File: config.mk
export PLATFORM = sky130hd
export DESIGN_NAME = or10_multiplier_controller
export DESIGN_NICKNAME = d
export VERILOG_FILES = /design/src/rtl/or10_multiplier_controller.sv
export SDC_FILE = /design/constraint.sdc
export NUM_CORES = 1
export LEC_CHECK = 0
export CAP_MARGIN = 15
export CORE_ASPECT_RATIO = 0.8
export CORE_MARGIN = 2
export CORE_UTILIZATION = 40
export DETAILED_ROUTE_END_ITERATION = 12
export PLACE_DENSITY = 0.8
export SLEW_MARGIN = 15
export SYNTH_ARGS = -nofsm -noshare
export SYNTH_HDL_FRONTEND = slang
export SYNTH_SLANG_ARGS = --single-unit
File: constraint.sdc
create_clock -name clk -period 12.8 [get_ports clk]
set_input_delay 1.92 -clock clk [delete_from_list [all_inputs] [get_ports clk]]
set_output_delay 1.92 -clock clk [all_outputs]
set_load 0.03 [all_outputs]
File: src/rtl/or10_multiplier_controller.sv
// rtl/or10_multiplier_controller.sv - sequencer for the external 33x33 multiplier of the OR10 execute stage
module or10_multiplier_controller #(
   parameter int MUL_LATENCY = 2
) (
   input  logic        clk,
   input  logic        reset,
   input  logic        start,
   input  logic        is_signed,
   input  logic [31:0] operand_a,
   input  logic [31:0] operand_b,
   input  logic        kill,
   output logic        busy,
   output logic        done,
   output logic [31:0] result_lo,
   output logic [31:0] result_hi,
   output logic        overflow,
   output logic [32:0] mul_a,
   output logic [32:0] mul_b,
   input  logic [65:0] mul_p
);

   typedef enum logic {
      IDLE = 1'b0,
      WAIT = 1'b1
   } state_t;

   state_t     state;
   logic [3:0] cnt;
   logic       signed_q;
   logic       ovf_next;

   // The top two product bits are redundant for an exact 33x33 product of
   // extended 32-bit operands, so only their presence on the port is kept.
   logic unused_mul_p_top;
   assign unused_mul_p_top = ^mul_p[65:64];

   assign busy = (state == WAIT);

   // Overflow flag for the product currently on mul_p, using the captured signedness
   always_comb begin
      ovf_next = 1'b0;
      if (signed_q) begin
         ovf_next = !((&mul_p[63:31]) || !(|mul_p[63:31]));
      end else begin
         ovf_next = |mul_p[63:32];
      end
   end

   // Request acceptance, latency countdown, product capture and abort handling
   always_ff @(posedge clk or posedge reset) begin
      if (reset) begin
         state     <= IDLE;
         cnt       <= 4'd0;
         signed_q  <= 1'b0;
         done      <= 1'b0;
         result_lo <= 32'd0;
         result_hi <= 32'd0;
         overflow  <= 1'b0;
         mul_a     <= 33'd0;
         mul_b     <= 33'd0;
      end else if (kill) begin
         state <= IDLE;
         cnt   <= 4'd0;
         done  <= 1'b0;
         mul_a <= 33'd0;
         mul_b <= 33'd0;
      end else begin
         done <= 1'b0;
         case (state)
            IDLE: begin
               if (start) begin
                  mul_a    <= is_signed ? {operand_a[31], operand_a} : {1'b0, operand_a};
                  mul_b    <= is_signed ? {operand_b[31], operand_b} : {1'b0, operand_b};
                  signed_q <= is_signed;
                  cnt      <= 4'(MUL_LATENCY);
                  state    <= WAIT;
               end
            end
            WAIT: begin
               if (cnt != 4'd0) begin
                  cnt <= cnt - 4'd1;
               end else begin
                  result_lo <= mul_p[31:0];
                  result_hi <= mul_p[63:32];
                  overflow  <= ovf_next;
                  done      <= 1'b1;
                  mul_a     <= 33'd0;
                  mul_b     <= 33'd0;
                  state     <= IDLE;
               end
            end
            default: begin
               state <= IDLE;
            end
         endcase
      end
   end

endmodule

==> flow_summary_export.csv <==
group,metric,value,unit
status,status,"completed",
timing,setup_viol,0,
power,leakage,3.63,nW
die,io_pins,268,
global_route,grt_pass1_vias,4331,
clock_network,clk_latency,0.41,ns
placement,gp_congestion,0.828,
drt,vias,4043,
yosys,ys_seq_area_share,65.7,%
die,initial_utilization,40.9,%
global_route,grt_usage,21.5,%
critical_path,cp.arrival,3.93,ns
timing,setup_tns,0,ns
clock_network,clk_pin_slew_worst_paths,0.05,ns
critical_path,end_kind,"flip-flop",
drt,wire_per_inst,18.5,microns
yosys,syn_avg_cell_area,15.2,sq um
clock_network,holdBufCountCts,0,
yosys,dominantRegCellSynth,"dfrtp_1",
job,drv_cap,0,
placement,dp_worst_setup_slack,8.74,ns
clock_network,postCtsSetupRepairBufs,0,
timing,hold_viol_final,0,
layout,nets,748,
global_route,grt_pass1_wl,23300,microns
critical_path,path_class,"input pin to flip-flop",
critical_path,worstPathRequired,13.09,ns
global_route,overflow,0,
clock_network,cts_resized,0,
clock_network,cts-buffers-inserted,17,
yosys,synthArstFlopShare,100,%
critical_path,worstPathMaxFanout,68,
power,finalPower,1.68,mW
placement,hpwl,10300,microns
placement,port_buffers,265,
critical_path,cpPeakStageDelay,0.54,ns
yosys,yosys_warnings,0,
yosys,synth_cells,345,
drt,drc,0,
timing,finalCritPeriodShare,28.4,%
timing,finalCriticalPeriod,3.64,ns
layout,area_growth,63.9,%
timing,grt_setup_unrepaired,"no",
clock_network,clockRootBuffer,"clkbuf_16",
yosys,synth_area,5260,sq um
die,rows,37,
timing,tightestPinTransition,0.852,ns
critical_path,slowest_stage,"buf_4",
timing,finalMaxSlewViolations,0,
layout,drive_gt1_share,16.9,%
timing,setup_ws,9.16,ns
yosys,ys_types,31,
global_route,grt_antenna_before_repair,0,
layout,diodes,0,
timing,relSlewSlack,43.2,%
yosys,synth_nets,482,
drt,dr.pass1.iters,4,
layout,seq_area,3450,sq um
timing,skew,0.00707,ns
critical_path,crit_chain,"clkdlybuf4s50_1, nor2b_1, and2_2, buf_4, mux2_2",
power,irDropWorstVdd,94.2,uV
critical_path,r2r_slack,10.54,ns
die,die_area,14100,sq um
global_route,grt_max_degree,88,
clock_network,cts_tree,"yes",
clock_network,htree_num_levels,4,
layout,multi_input_area,1670,sq um
timing,clock.fmax,0.275,GHz
drt,viasPerCell,5.07,
drt,drtIter0Drc,185,
power,powerDensity,195,nW/um^2
die,die_h,107,microns
yosys,synth_edf_count,0,
clock_network,clk_path_buf_depth,2,
min_path,hp-class,"flip-flop to flip-flop",
drt,ant_nets,0,
die,die_w,132,microns
die,core,12900,sq um
clock_network,cts_sinks,138,
drt,routed_wl,14800,microns
layout,fill_cells,920,
yosys,ys_ff_latch,138,
critical_path,crit_path_start_kind,"input pin",
[registers in the layout (all words and copies together), names as in the netlist]
| signal | flops |
|---|---|
| busy | 1 |
| cnt | 4 |
| done | 1 |
| mul_a | 33 |
| mul_b | 33 |
| overflow | 1 |
| result_hi | 32 |
| result_lo | 32 |
| signed_q | 1 |
[critical path, delay by kind of cell]
kind	cells	cell delay (ns)
buffers and inverters	2	1.06
multiplexers	1	0.40
AND/OR/NAND/NOR	2	0.48
[power breakdown]
part | internal, mW | switching [mW] | leakage, nW | total (mW)
registers | 0.541 | 0.0557 | 1.75 | 0.597
clock network | 0.290 | 0.173 | 0.278 | 0.464
logic | 0.289 | 0.329 | 1.61 | 0.618
total | 1.12 | 0.558 | 3.63 | 1.68
[per-layer routing]
metal | vias up | wire, microns | track usage, %
met5 | - | 0 | 0
met4 | 0 | 148 | 6.07
met3 | 14 | 1410 | 9.63
met2 | 196 | 7160 | 35.3
met1 | 1998 | 6070 | 25.9
li1 | 1835 | - | -
[synthesized netlist by cell type, types with 2 or more instances]
library cell  instances  area (sq um)
clkbuf_1              2          7.51
a22o_1               64           561
nand4_1              10          62.6
nor3_1                2          10.0
a21oi_1               2          10.0
ha_1                  2          25.0
a32o_1                2          20.0
buf_2                12          60.1
nor3b_1               2          15.0
buf_6                 2          22.5
mux2_2               66           743
buf_4                 6          45.0
nor2_1                4          15.0
nor2b_1               3          18.8
dfrtp_1             138          3450
o21ai_0               2          10.0
inv_1                 4          15.0
nor4_1                9          56.3
[cell families after synthesis]
group	after synthesis	share of synthesized area [%]
compound gates	74	12.1
fa+ha+maj	2	0.476
buf+inv	26	2.86
flops	138	65.7
mux	67	14.3
simple gates	38	4.57
[placed cells by master (no fill, tap or decap)]
cell	count
a221oi_1	1
and2_2	1
nor3_1	2
nand4_1	10
nor3b_2	1
bufinv_16	1
or3b_2	1
nand4bb_1	1
o21ai_0	2
buf_6	1
nand2_1	1
nor4_1	9
a211oi_4	1
clkbuf_8	5
nor2_1	4
a22o_1	64
clkinvlp_4	2
clkinv_2	4
dfrtp_1	138
clkdlybuf4s50_1	265
inv_1	3
mux2i_1	1
nor2_4	1
a21o_1	1
buf_4	3
a32o_1	2
inv_6	1
clkbuf_16	17
ha_1	2
nor2b_1	3
nand3_1	1
clkbuf_1	2
a21oi_1	2
mux2_2	66
and4_1	1
nor3b_1	2
o221a_1	1
[path summary, 6_finish.rpt]
check | from | endpoint | cells after the start
max | start | signed_q | 5
min | result_hi[12] | result_hi[12] | 1
max reg2reg | cnt[0] | overflow | 7
min reg2reg | result_hi[12] | result_hi[12] | 1
max in group asynchronous | reset | cnt[0] | 3
min in group asynchronous | reset | result_lo[4] | 2
[metrics by stage]
step                std cells  area [sq um]  hold WS [ns]  utilization (%)
detailed placement        767          8050         0.491             62.5
finish                    798          8620         0.503             67.0
global route              798          8620         0.517             67.0
CTS                       798          8610         0.507             66.9
global placement          767          8050         0.474             62.5
floorplan                 345          5260         0.481                -
[area by class of cell]
cell class / count / share of cell area, %
clock buffers: 24 / 5.82
multi-input cells: 181 / 19.4
clock inverters: 7 / 0.755
well taps: 175 / 2.54
inverters: 4 / 0.232
flip-flops and latches: 138 / 40.1
repair buffers: 269 / 31.2
(Power assumes the default switching activity.)
